--- config.mk ---
export PLATFORM = sky130hd
export DESIGN_NAME = uart_tx_arbiter
export DESIGN_NICKNAME = d
export VERILOG_FILES = /design/src/rtl/uart_pkg.sv /design/src/rtl/rr_pick.sv /design/src/rtl/uart_tx_arbiter.sv
export SDC_FILE = /design/constraint.sdc
export NUM_CORES = 1
export LEC_CHECK = 0
export ABC_AREA = 1
export BUFFER_PORTS_ARGS = -buffer_cell sky130_fd_sc_hd__buf_2
export CAP_MARGIN = 40
export CORE_ASPECT_RATIO = 1.25
export CORE_MARGIN = 3
export CORE_UTILIZATION = 40
export DETAILED_ROUTE_END_ITERATION = 16
export PLACE_DENSITY = 0.63
export REMOVE_ABC_BUFFERS = 1
export SLEW_MARGIN = 20
export SYNTH_ARGS = -nofsm -noshare
export SYNTH_HDL_FRONTEND = slang
export SYNTH_SLANG_ARGS = --single-unit
--- constraint.sdc ---
create_clock -name clk -period 2.1 [get_ports clk]
set_input_delay 0.525 -clock clk [delete_from_list [all_inputs] [get_ports clk]]
set_output_delay 0.525 -clock clk [all_outputs]
set_load 0.005 [all_outputs]
--- src/rtl/uart_pkg.sv ---
// uart_pkg: shared types and constants for the UART transmit arbiter.
// Holds the arbiter state enum and the data/requester width limits.
package uart_pkg;

    localparam int UART_DATA_W      = 8;
    localparam int UART_ARB_MAX_REQ = 8;

    typedef enum logic [1:0] {
        IDLE,
        START,
        BUSY
    } uart_arb_state_t;

endpackage

--- src/rtl/rr_pick.sv ---
// rr_pick: combinational round-robin picker.
// Searches upward from last_ptr_i+1 with wrap; first valid lane wins.
module rr_pick #(
    parameter int N  = 4,
    parameter int IW = (N > 1) ? $clog2(N) : 1
) (
    input  logic [N-1:0]  valid_i,
    input  logic [IW-1:0] last_ptr_i,
    output logic [N-1:0]  onehot_o,
    output logic [IW-1:0] idx_o,
    output logic          any_o
);

    // Walk N candidates after the last owner; keep the first hit.
    always_comb begin
        int c;
        c        = 0;
        onehot_o = '0;
        idx_o    = '0;
        any_o    = 1'b0;
        for (int k = 1; k <= N; k++) begin
            c = (int'(last_ptr_i) + k) % N;
            if (!any_o && valid_i[IW'(c)]) begin
                any_o              = 1'b1;
                onehot_o[IW'(c)]   = 1'b1;
                idx_o              = IW'(c);
            end
        end
    end

endmodule

--- src/rtl/uart_tx_arbiter.sv ---
// uart_tx_arbiter: round-robin sharing of one uart_tx between requesters.
// Optional UART_TX_ARB_LOCK_EN adds req_lock for unbroken multi-byte runs.
module uart_tx_arbiter
    import uart_pkg::*;
#(
    parameter int NUM_REQ       = 4,
    parameter int START_TIMEOUT = 16
) (
    input  logic                           clk,
    input  logic                           rst_n,
    input  logic [NUM_REQ-1:0]             req_valid,
    input  logic [UART_DATA_W*NUM_REQ-1:0] req_data,
`ifdef UART_TX_ARB_LOCK_EN
    input  logic [NUM_REQ-1:0]             req_lock,
`endif
    output logic [NUM_REQ-1:0]             req_ready,
    output logic [NUM_REQ-1:0]             grant,
    output logic [UART_DATA_W-1:0]         tx_data,
    output logic                           tx_start,
    input  logic                           tx_busy,
    output logic                           timeout_err
);

    localparam int IW = $clog2(NUM_REQ);
    localparam logic [7:0] TMO_LAST = 8'(START_TIMEOUT - 1);

    uart_arb_state_t        state_q, state_d;
    logic [NUM_REQ-1:0]     grant_q, grant_d;
    logic [IW-1:0]          idx_q, idx_d;
    logic [IW-1:0]          last_q, last_d;
    logic [UART_DATA_W-1:0] data_q, data_d;
    logic [7:0]             cnt_q, cnt_d;
    logic [NUM_REQ-1:0]     ready_q, ready_d;
    logic                   terr_q, terr_d;

    logic [NUM_REQ-1:0]     pick_oh;
    logic [IW-1:0]          pick_idx;
    logic                   pick_any;

    rr_pick #(
        .N  (NUM_REQ),
        .IW (IW)
    ) u_pick (
        .valid_i    (req_valid),
        .last_ptr_i (last_q),
        .onehot_o   (pick_oh),
        .idx_o      (pick_idx),
        .any_o      (pick_any)
    );

    // Next-state, owner bookkeeping and start-timeout handling.
    always_comb begin
        state_d = state_q;
        grant_d = grant_q;
        idx_d   = idx_q;
        last_d  = last_q;
        data_d  = data_q;
        cnt_d   = cnt_q;
        ready_d = '0;
        terr_d  = 1'b0;
        unique case (state_q)
            IDLE: begin
                if (pick_any && !tx_busy) begin
                    state_d = START;
                    grant_d = pick_oh;
                    idx_d   = pick_idx;
                    data_d  = req_data[pick_idx*UART_DATA_W +: UART_DATA_W];
                    ready_d = pick_oh;
                    cnt_d   = '0;
                end
            end
            START: begin
                cnt_d = cnt_q + 8'd1;
                if (tx_busy) begin
                    state_d = BUSY;
                end else if (cnt_q == TMO_LAST) begin
                    state_d = IDLE;
                    grant_d = '0;
                    last_d  = idx_q;
                    terr_d  = 1'b1;
                end
            end
            BUSY: begin
                if (!tx_busy) begin
`ifdef UART_TX_ARB_LOCK_EN
                    if (req_lock[idx_q] && req_valid[idx_q]) begin
                        state_d = START;
                        data_d  = req_data[idx_q*UART_DATA_W +: UART_DATA_W];
                        ready_d = grant_q;
                        cnt_d   = '0;
                    end else begin
                        state_d = IDLE;
                        grant_d = '0;
                        last_d  = idx_q;
                    end
`else
                    state_d = IDLE;
                    grant_d = '0;
                    last_d  = idx_q;
`endif
                end
            end
            default: state_d = IDLE;
        endcase
    end

    // State and datapath registers with synchronous active-low reset.
    always_ff @(posedge clk) begin
        if (!rst_n) begin
            state_q <= IDLE;
            grant_q <= '0;
            idx_q   <= '0;
            last_q  <= IW'(NUM_REQ - 1);
            data_q  <= '0;
            cnt_q   <= '0;
            ready_q <= '0;
            terr_q  <= 1'b0;
        end else begin
            state_q <= state_d;
            grant_q <= grant_d;
            idx_q   <= idx_d;
            last_q  <= last_d;
            data_q  <= data_d;
            cnt_q   <= cnt_d;
            ready_q <= ready_d;
            terr_q  <= terr_d;
        end
    end

    assign tx_start    = (state_q == START);
    assign grant       = grant_q;
    assign tx_data     = data_q;
    assign req_ready   = ready_q;
    assign timeout_err = terr_q;

endmodule
==> out/metrics.cfg <==
[detailed_routing]
drt-pass1-iter-count=4
antenna_left=0
vias_per_cell=4.99
wl_per_cell_um=11.9
vias=2460
drt_first_iter_violations=128
route.detailed.drc=0
drt-total-wl_mm=5.85

[place]
gp_congestion=0.872
dp_hpwl_mm=4.39
dp.cells=483
io_buffers=56

[finish]
n_antenna_cell=0
fin_nets=479
stdcell_count=493
drive_above_1_share=0.261
syn2layout_area_growth_pct=24.3
final_core_util=0.527

[logic_synthesis]
syn-cell-area_um2=2360
synth_top_area_frac=0.263
synth_most_common_cell=nand2_1
yosys-top-cells-count=80 x nand2_1, 65 x inv_1, 44 x nand3_1
synth_ff_type=dfxtp_1
yosys-top-cells-area=dfxtp_1 26%, nand2_1 13%, inv_1 10%, nand3_1 9.3%, ha_1 6.4%
synth_edf_count=0
syn_avg_cell_area_um2=6.53
async_flop_share=0
yosys.area.top_type=dfxtp_1
synth_warnings=0
synth_seq_area_share=0.263
syn_inst=361
ys_ff_latch=31
ys_types=31

[floorplanning]
start_util=0.424
coreArea_um2=5560
core.rowCount=30
fp.dieArea_um2=6850
num_io_pins=57
die_h_um=91.8
die_w_um=74.6

[worst_setup_path]
worstPathMaxFanout=8
critPathTopFamily=simple AND/OR/NAND/NOR gates
path_common_cell=nand2_4
cp.arrival_ps=2100
max_stage_delay_ps=330
cp.buffers_inverters=3
critPathKind=reg2reg
critPathSlowestCell=dfxtp_2
critPathCaptureType=register
cp-start-kind=register
critical_path_required_ps=2260
path_cells=inv_2, ha_4, inv_2, nand3_2, nand2_4, nor2_4, nand3_4, nand2_4, nand2_4, o21ai_4, inv_4, nand3_1, a21oi_1

[cts]
clockRootBuffer=clkbuf_8
cts_buffers=5
cts_sinks=31
hold_buffers=0
clock_path_buffers=2
cts_tree=built
htreeDepth=2
clkTransAtPathRegs_ps=70
clk_latency_ps=280

[timing]
skew_ps=6.96
min_period_ps=1940
worstMarginPinSlew_ps=425
hold_viol=0
slew_violations=0
setup_viol=0
fmax_mhz=515
max-slew-margin-rel=0.717
rsz0062_at_grt=no
period_share=0.925

[grt]
grt_first_pass_wirelength_mm=10.1
grt_pass1_vias=2287
grt_max_degree=22
grt_overflow_total=0
grt_use_total=0.182
antenna_found_initial=0

[status]
status=complete, no violations

[power_and_ir_drop]
power_uw=4740
worst_ir_drop_vdd_v=0.000929
leakagePower_uw=0.00157
powerDensity_nw_per_um2=1620

[flow_run]
drv_cap=0

[hold_path]
hold_class=reg2reg

[final cells by class]
type	instances	area, um^2
Tap cell	64	80.1
Inverter	69	262
Clock buffer	6	82.6
Sequential cell	31	623
Timing Repair Buffer	68	390
Multi-Input combinational cell	253	1460
Fill cell	582	2630
Clock inverter	2	35.0
[cell families (layout without fill, tap and decap cells)]
| family | Yosys count | in the layout | share of synthesized area |
|---|---|---|---|
| AO/OA/AOI/OAI | 46 | 46 | 0.122 |
| XOR/XNOR | 6 | 6 | 0.0223 |
| adder cells (fa/ha/maj) | 12 | 12 | 0.0637 |
| buffers and inverters | 78 | 145 | 0.133 |
| flip-flops | 31 | 31 | 0.263 |
| AND/OR/NAND/NOR | 188 | 189 | 0.396 |
[metal layers]
metal | global-route usage | up-vias | part of all wire | wire length (um)
li1 | - | 1299 | - | -
met1 | 0.243 | 1078 | 0.45 | 2660
met4 | 0.0682 | 0 | 0.010 | 61
met2 | 0.283 | 77 | 0.47 | 2770
met5 | 0 | - | 0 | 0
met3 | 0.0373 | 6 | 0.062 | 362
[worst reg2reg max path, delay by kind of cell, from the launching register on]
family,cells,cell delay (ps)
AOI/OAI and AO/OA,2,200
adders and majority gates,1,290
buffers and inverters,3,200
DFF,1,330
and+or+nand+nor,7,790
[state kept, by name (all words and copies together) (netlist names)]
signal / cells
req_ready: 4
tx_data: 8
timeout_err: 1
idx_q: 2
state_q: 2
grant: 4
last_q: 2
cnt_q: 8
[worst paths after layout]
| check | start | to | slack, ps | depth (start not counted) |
|---|---|---|---|---|
| setup / recovery | last_q[1] | cnt_q[2] | 160 | 13 |
| hold / removal | grant[2] | grant[2] | 460 | 2 |
| setup reg to reg | last_q[1] | cnt_q[2] | 160 | 13 |
| hold reg to reg | grant[2] | grant[2] | 460 | 2 |
[power breakdown]
part	switching (uW)	internal, uW
Combinational	2090	1200
Clock	224	383
Sequential	82.4	761
[per-stage QoR]
stage | hold slack [ps] | setup WS (ps) | setup TNS, ps | cell area (um^2)
after floorplan | 446 | -251 | -5200 | 2300
final | 463 | 158 | 0 | 2930
after detailed placement | 452 | -24.3 | -100 | 2760
after global placement | 454 | 7.02 | 0 | 2760
after global routing | 463 | 14.1 | 0 | 2930
after CTS | 456 | 56.4 | 0 | 2890
[what timing repair did]
item | CTS | global route
setup buffers | 0 | 1
gates cloned | 0 | 1
setup endpoints to repair | 16 | 19
resized for setup | 1 | 10
pin swaps | 0 | 8
endpoints found under the hold margin | 0 | 0
[cell usage in the layout, fill, tap and decap left out, types with 2 or more instances in the layout]
cell | synthesis | final
a31oi_1 | 2 | 2
nor2_4 | 2 | 2
nor3_1 | 2 | 2
nand4_1 | 20 | 20
buf_6 | 2 | 2
ha_1 | 12 | 11
nand3_1 | 44 | 44
nand3_2 | 4 | 5
nand2_4 | 3 | 3
nand2_1 | 80 | 79
o21ai_4 | 1 | 2
buf_4 | 0 | 9
nor2_1 | 19 | 19
xnor2_1 | 2 | 2
nand3_4 | 2 | 2
xor2_1 | 4 | 4
o211ai_1 | 2 | 2
dfxtp_1 | 31 | 29
dfxtp_2 | 0 | 2
clkbuf_8 | 0 | 6
o21a_1 | 8 | 8
buf_2 | 4 | 56
inv_2 | 4 | 5
a21oi_1 | 24 | 24
o21ai_1 | 3 | 4
o21ai_0 | 3 | 2
nand2_2 | 10 | 11
inv_1 | 65 | 63
No activity file was read; power rests on OpenSTA's default activity.
